==> config.mk <==
export PLATFORM = sky130hd
export DESIGN_NAME = wrr_arbiter
export DESIGN_NICKNAME = d
export VERILOG_FILES = /design/src/rtl/wrr_arbiter_pkg.sv /design/src/rtl/wrr_arbiter_rr_pick.sv /design/src/rtl/wrr_arbiter.sv
export SDC_FILE = /design/constraint.sdc
export NUM_CORES = 1
export LEC_CHECK = 0
export ABC_AREA = 1
export CAP_MARGIN = 20
export CORE_ASPECT_RATIO = 0.7
export CORE_MARGIN = 2
export CORE_UTILIZATION = 49
export CTS_BUF_LIST = sky130_fd_sc_hd__clkbuf_8
export DETAILED_ROUTE_END_ITERATION = 10
export MAX_ROUTING_LAYER = met4
export PLACE_DENSITY = 0.82
export SKIP_CTS_REPAIR_TIMING = 1
export SYNTH_ARGS = -nofsm -noshare
export SYNTH_HDL_FRONTEND = slang
export SYNTH_SLANG_ARGS = --single-unit
export TNS_END_PERCENT = 1
==> constraint.sdc <==
create_clock -name i_clk -period 2.8 [get_ports i_clk]
set_clock_uncertainty 0.15 [all_clocks]
set_input_delay 0.7 -clock i_clk [delete_from_list [all_inputs] [get_ports i_clk]]
set_output_delay 0.7 -clock i_clk [all_outputs]
set_load 0.05 [all_outputs]
==> src/rtl/wrr_arbiter_pkg.sv <==
// Shared types and constants for the weighted round-robin arbiter.
package wrr_arbiter_pkg;

    typedef enum logic {
        IDLE  = 1'b0,
        GRANT = 1'b1
    } state_e;

    localparam int unsigned DEF_N        = 4;
    localparam int unsigned DEF_WEIGHT_W = 4;
    localparam int unsigned DEF_TIMEOUT  = 16;

    // Index of the set bit in a one-hot vector (up to 16 requesters); 0 when empty.
    function automatic int unsigned oh2idx(input logic [15:0] oh);
        int unsigned idx;
        idx = 0;
        for (int unsigned i = 0; i < 16; i++) begin
            if (oh[i]) idx = i;
        end
        return idx;
    endfunction

endpackage

==> src/rtl/wrr_arbiter_rr_pick.sv <==
// Rotating priority encoder: first set request scanning ptr, ptr+1, ... mod N.
module rr_pick
    import wrr_arbiter_pkg::*;
#(
    parameter int unsigned N = DEF_N
) (
    input  logic [N-1:0]         req_i,
    input  logic [$clog2(N)-1:0] ptr_i,
    output logic [$clog2(N)-1:0] pick_o,
    output logic                 any_o
);

    localparam int unsigned IDW = $clog2(N);

    int unsigned idx;

    // Scan from the pointer upward with wrap; the first hit wins.
    always_comb begin
        pick_o = '0;
        any_o  = 1'b0;
        idx    = 0;
        for (int unsigned i = 0; i < N; i++) begin
            idx = (int'(ptr_i) + i) % N;
            if (!any_o && req_i[idx]) begin
                any_o  = 1'b1;
                pick_o = IDW'(idx);
            end
        end
    end

endmodule

==> src/rtl/wrr_arbiter.sv <==
// Weighted round-robin arbiter: one-hot grant held for a per-requester credit
// of beats (or until the owner drops its request), then one turnaround cycle.
// Optional grant watchdog enabled by defining WRR_ARBITER_TIMEOUT_EN.
module wrr_arbiter
    import wrr_arbiter_pkg::*;
#(
    parameter int unsigned N        = DEF_N,
    parameter int unsigned WEIGHT_W = DEF_WEIGHT_W,
    parameter int unsigned TIMEOUT  = DEF_TIMEOUT
) (
    input  logic                  i_clk,
    input  logic                  i_nrst,
    input  logic [N-1:0]          i_req,
    input  logic [N*WEIGHT_W-1:0] i_weight,
    input  logic                  i_beat,
    output logic [N-1:0]          o_gnt,
    output logic                  o_gnt_vld,
    output logic [$clog2(N)-1:0]  o_gnt_id,
    output logic                  o_timeout
);

    localparam int unsigned IDW = $clog2(N);

    state_e              state_q;
    logic [N-1:0]        gnt_q;
    logic                vld_q;
    logic [IDW-1:0]      ptr_q;
    logic [WEIGHT_W-1:0] credit_q;

    logic [IDW-1:0]      pick;
    logic                any;
    logic [IDW-1:0]      owner;
    logic [IDW-1:0]      ptr_nxt;
    logic [WEIGHT_W-1:0] w_pick;
    logic [WEIGHT_W-1:0] credit_load;
    logic                held;
    logic                counted;
    logic                last_beat;
    logic                wd_fire;
    logic                grant_exit;

    rr_pick #(
        .N (N)
    ) u_pick (
        .req_i  (i_req),
        .ptr_i  (ptr_q),
        .pick_o (pick),
        .any_o  (any)
    );

    // Owner decoded from the grant flops, so it reads 0 whenever no grant is held.
    assign owner = IDW'(oh2idx(16'(gnt_q)));

    // Weight of the candidate winner; a zero weight still earns one beat.
    always_comb begin
        w_pick = '0;
        for (int unsigned k = 0; k < N; k++) begin
            if (pick == IDW'(k)) w_pick = i_weight[k*WEIGHT_W +: WEIGHT_W];
        end
        credit_load = (w_pick == '0) ? WEIGHT_W'(1) : w_pick;
    end

    // Beat qualification and exit conditions; a request drop overrides a same-cycle beat.
    always_comb begin
        held       = i_req[owner];
        counted    = i_beat & held;
        last_beat  = counted && (credit_q == WEIGHT_W'(1));
        ptr_nxt    = (owner == IDW'(N - 1)) ? '0 : owner + 1'b1;
        grant_exit = !held || last_beat || wd_fire;
    end

`ifdef WRR_ARBITER_TIMEOUT_EN
    localparam int unsigned TW = $clog2(TIMEOUT + 1);

    logic [TW-1:0] wdog_q;
    logic          tout_q;

    // Fires on the cycle whose increment would make the idle count reach TIMEOUT.
    assign wd_fire   = held && !i_beat && (wdog_q == TW'(TIMEOUT - 1));
    assign o_timeout = tout_q;
`else
    assign wd_fire   = 1'b0;
    assign o_timeout = 1'b0;
`endif

    // Arbitration FSM with registered grant, pointer, credit and watchdog.
    always_ff @(posedge i_clk or negedge i_nrst) begin
        if (!i_nrst) begin
            state_q  <= IDLE;
            gnt_q    <= '0;
            vld_q    <= 1'b0;
            ptr_q    <= '0;
            credit_q <= '0;
`ifdef WRR_ARBITER_TIMEOUT_EN
            wdog_q   <= '0;
            tout_q   <= 1'b0;
`endif
        end else begin
`ifdef WRR_ARBITER_TIMEOUT_EN
            tout_q <= 1'b0;
`endif
            unique case (state_q)
                IDLE: begin
                    if (any) begin
                        state_q  <= GRANT;
                        gnt_q    <= N'(1) << pick;
                        vld_q    <= 1'b1;
                        credit_q <= credit_load;
`ifdef WRR_ARBITER_TIMEOUT_EN
                        wdog_q   <= '0;
`endif
                    end
                end
                GRANT: begin
                    if (grant_exit) begin
                        state_q  <= IDLE;
                        gnt_q    <= '0;
                        vld_q    <= 1'b0;
                        ptr_q    <= ptr_nxt;
                        credit_q <= '0;
`ifdef WRR_ARBITER_TIMEOUT_EN
                        tout_q   <= wd_fire;
`endif
                    end else begin
                        if (counted) credit_q <= credit_q - 1'b1;
`ifdef WRR_ARBITER_TIMEOUT_EN
                        wdog_q <= counted ? '0 : wdog_q + 1'b1;
`endif
                    end
                end
                default: state_q <= IDLE;
            endcase
        end
    end

    assign o_gnt     = gnt_q;
    assign o_gnt_vld = vld_q;
    assign o_gnt_id  = owner;

endmodule

==> results of run 1 <==
## critical path: cells and delay by family
kind | cells | cell delay [ns]
buf+inv | 4 | 0.79
simple gates | 11 | 1.07
compound gates | 1 | 0.05
## power breakdown
group / internal, mW / switching, mW / leakage (nW) / total, mW
logic: 0.600 / 1.04 / 0.580 / 1.64
clock network: 0.0942 / 0.0563 / 0.0216 / 0.150
registers: 0.255 / 0.105 / 0.149 / 0.360
total: 0.949 / 1.20 / 0.750 / 2.15
## sequential cells by signal, indices dropped and copies added (netlist names)
name	count
o_gnt	4
credit_q	4
ptr_q	2
o_gnt_vld	1
state_q	1
## logic make-up after synthesis
kind of cell | synth area share [%]
adders and majority gates | 2.28
buffers and inverters | 10.8
other | 0.342
AOI/OAI and AO/OA | 14.5
and+or+nand+nor | 44.6
DFF | 27.4
## area by class of cell
cell class	count	area (um^2)
clock buffer	3	41.3
fill	185	631
inverter	25	96.3
multi-input combinational	130	686
sequential	12	300
tap	32	40.0
timing repair buffer	36	343
## routing by layer
metal / track usage (%) / wire [um]
met5: - / 0
met4: 8.26 / 81
met3: 5.07 / 273
met2: 37.0 / 1340
met1: 37.9 / 1300
## synthesized netlist by cell type (all sizes together), types with 2 or more instances
cell,n,share of area [%]
dfrtp,12,27
inv,25,8.8
o31ai,2,1.4
nor2,16,6.4
a21oi,9,4.5
nand4,3,2.3
buf,2,1.7
o22ai,4,2.3
nand2,54,22
nand3,23,12
ha,2,2.3
o21ai,12,5.8
## worst max path at each step
stage	startpoint	cells past startpoint	slack (ns)	to
after CTS	i_req[1]	16	0.15	credit_q[3]
after floorplan	o_gnt[2]	11	0.50	credit_q[0]
final	i_req[1]	16	0.14	credit_q[3]
after detailed placement	i_req[1]	16	-0.08	credit_q[3]
after global placement	i_req[1]	16	-0.04	credit_q[3]
after global routing	i_req[0]	16	0.004	credit_q[0]
==> results_tabular.tex, run 1 <==
\begin{tabular}{lr}
\hline
Metric & Value \\
\hline
\multicolumn{2}{l}{\textbf{Critical path}} \\
\quad Worst r2r src & ptr\_q[0] \\
\quad Arrival time at the worst endpoint & 2.62 ns \\
\quad Critical Path Sink Type & flop \\
\quad Worst r2r path cells & 16 \\
\quad Worst setup SP type & input port \\
\quad Data required time of the critical path & 2.76 ns \\
\quad Setup slack of the worst register-to-register path & 0.26 ns \\
\quad Crit path top cell by count & sky130\_fd\_sc\_hd\_\_nand2\_2 \\
\quad Maximum single-stage delay on the critical path & between 0.4 and 0.5 ns \\
\quad Startpoint-to-endpoint class of the critical path & in2reg \\
\quad Worst R2R End & credit\_q[3] \\
\quad Library cell contributing the largest single delay on the critical path & sky130\_fd\_sc\_hd\_\_clkdlybuf4s50\_1 \\
\quad Maximum fanout count along the critical path & 8 \\
\quad Cells along the critical path & clkdlybuf4s50\_1 > inv\_1 > nand2\_2 > nand3\_2 > nand2\_2 > nor2\_4 > nand3\_2 > nand2\_2 > nand2\_4 > inv\_4 > nor2\_2 > nand2\_1 > nand3\_1 > nor2\_2 > buf\_4 > o22ai\_1 \\
\multicolumn{2}{l}{\textbf{Synthesis}} \\
\quad Avg Synthesized Cell Area & 6.45 um\^{}2 \\
\quad Dominant register cell in the synthesized netlist & sky130\_fd\_sc\_hd\_\_dfrtp\_1 \\
\quad Register area share after synthesis & between 20\% and 30\% \\
\quad Synthesized area & $\sim$1100 um\^{}2 \\
\quad Gate count of the mapped netlist & 170 \\
\quad Yosys synthesis warning count & 0 \\
\quad Async set-reset flop share out of synthesis & 100\% \\
\quad Number of library cell types mapped by synthesis & 30 \\
\quad Syn nets & $\sim$200 \\
\quad Synthesized flop and latch total & 12 \\
\quad Number of enable-type register cells in the synthesized netlist & 0 \\
\multicolumn{2}{l}{\textbf{Cells and area}} \\
\quad Final core utilization & 70.5\% \\
\quad Most frequent standard cell in the layout excluding fill and tap cells & sky130\_fd\_sc\_hd\_\_nand2\_1 \\
\quad Number of standard cells in the final layout excluding fillers & about 240 \\
\quad Antenna diodes & 0 \\
\quad Share of final-layout standard cells stronger than drive strength 1 & between 15 and 20\% \\
\quad Fin area & between 1500 and 2000 um\^{}2 \\
\quad Area overhead of the layout relative to synthesis & 37.4\% \\
\quad Highest-count cells in the layout ignoring fill and taps & 44 x sky130\_fd\_sc\_hd\_\_nand2\_1, 29 x sky130\_fd\_sc\_hd\_\_clkdlybuf4s50\_1, 20 x sky130\_fd\_sc\_hd\_\_inv\_1 \\
\quad Fin nets & 233 \\
\multicolumn{2}{l}{\textbf{Clock tree}} \\
\quad Clock slew seen by the registers of the worst setup and hold paths & around 0.050 ns \\
\quad Number of clock sinks & 12 \\
\quad Source-to-sink clock delay at the later pin of the worst-skew pair & roughly 0.24 ns \\
\quad Longest Clk Path Bufs & 2 \\
\quad Num CTS Buffers & 3 \\
\quad H-Tree Level Count & 1 \\
\quad CTS tree & built \\
\quad Master cell of the clock root buffer & sky130\_fd\_sc\_hd\_\_clkbuf\_8 \\
\multicolumn{2}{l}{\textbf{Power}} \\
\quad Maximum ir drop on the vdd rail & 0.720 mV \\
\quad Power Dens Cells & 1430 nW/um\^{}2 \\
\quad Final Total Pwr & 2.15 mW \\
\quad Leakage power figure & between 0.7 and 0.8 nW \\
\multicolumn{2}{l}{\textbf{Routing}} \\
\quad Residual antenna-violating net count after detailed routing & 0 \\
\quad Vias & $\sim$1300 \\
\quad Aggregate routed wire length & around 3000 um \\
\quad Drt initial violations & 94 \\
\quad Pre-Repair DR Iteration Count & 6 \\
\quad Detailed-route DRC error count & 0 \\
\quad Avg WL per Cell & 12.6 um \\
\quad Via-to-Cell Ratio & around 5.4 \\
\multicolumn{2}{l}{\textbf{STA}} \\
\quad Count of endpoints failing setup in the final report & 0 \\
\quad Measured slew at the worst slew-check pin & 0.511 ns \\
\quad Worst rel slew slack & about two thirds \\
\quad RSZ-0062 raised after global routing & no \\
\quad Crit share post-route & between 90\% and 100\% \\
\quad Worst hold-check slack & 0.333 ns \\
\quad Highest clock frequency the design can meet & 0.376 GHz \\
\quad Setup WS post-layout & about 0.14 ns \\
\quad Slew Limit Fails & 0 \\
\quad Final Hold Viols & 0 \\
\quad Total Neg Setup Slack & 0 ns \\
\quad Minimum period implied by the final worst setup slack & between 2 and 3 ns \\
\multicolumn{2}{l}{\textbf{Worst hold path}} \\
\quad Depth of the worst hold-timing path & 2 \\
\quad Startpoint of the tightest hold check path & o\_gnt\_vld \\
\quad Class of the most critical hold timing path & reg2reg \\
\quad Hold path endpoint & o\_gnt\_vld \\
\multicolumn{2}{l}{\textbf{Die}} \\
\quad Die outline width & 60.5 um \\
\quad Cell Rows & 14 \\
\quad Die area & approximately 2600 um\^{}2 \\
\quad Effective utilization at floorplan & 51.3\% \\
\quad Core Area & between 2000 and 2500 um\^{}2 \\
\quad Die Ht & roughly 44 um \\
\quad Top-level I/O count & 31 \\
\multicolumn{2}{l}{\textbf{Global route}} \\
\quad Global-route wire length before repair & slightly above 5000 um \\
\quad Global-route congestion overflow total & 0 \\
\quad Vias in the first global route & around 1100 \\
\quad Global routing usage summed across all routing layers & between 20\% and 30\% \\
\quad Antenna violations before repair & 0 \\
\quad Pin count of the biggest net entering global routing & 13 \\
\multicolumn{2}{l}{\textbf{Place}} \\
\quad Last weighted congestion value of the routability-driven placer & between 0.9 and 1 \\
\quad Pre-CTS WS & -0.0773 ns \\
\quad Port-buffer cells & 29 \\
\quad Detailed placer's ending HPWL & approximately 2400 um \\
\quad Placed cell count & 235 \\
\quad DP Area & around 1500 um\^{}2 \\
\multicolumn{2}{l}{\textbf{Job}} \\
\quad Maximum capacitance violations & 0 \\
\multicolumn{2}{l}{\textbf{Status}} \\
\quad Result of the run & complete, no violations \\
\hline
\end{tabular}
No activity file was read; power rests on OpenSTA's default activity.
==> run 2: changes to the inputs <==
--- a/config.mk
+++ b/config.mk
@@ -14,7 +14,6 @@
 export DETAILED_ROUTE_END_ITERATION = 10
 export MAX_ROUTING_LAYER = met4
 export PLACE_DENSITY = 0.82
-export SKIP_CTS_REPAIR_TIMING = 1
 export SYNTH_ARGS = -nofsm -noshare
 export SYNTH_HDL_FRONTEND = slang
 export SYNTH_SLANG_ARGS = --single-unit
==> results of run 2 <==
Same layout as run 1: the final DEF is identical, and so are final timing and power.
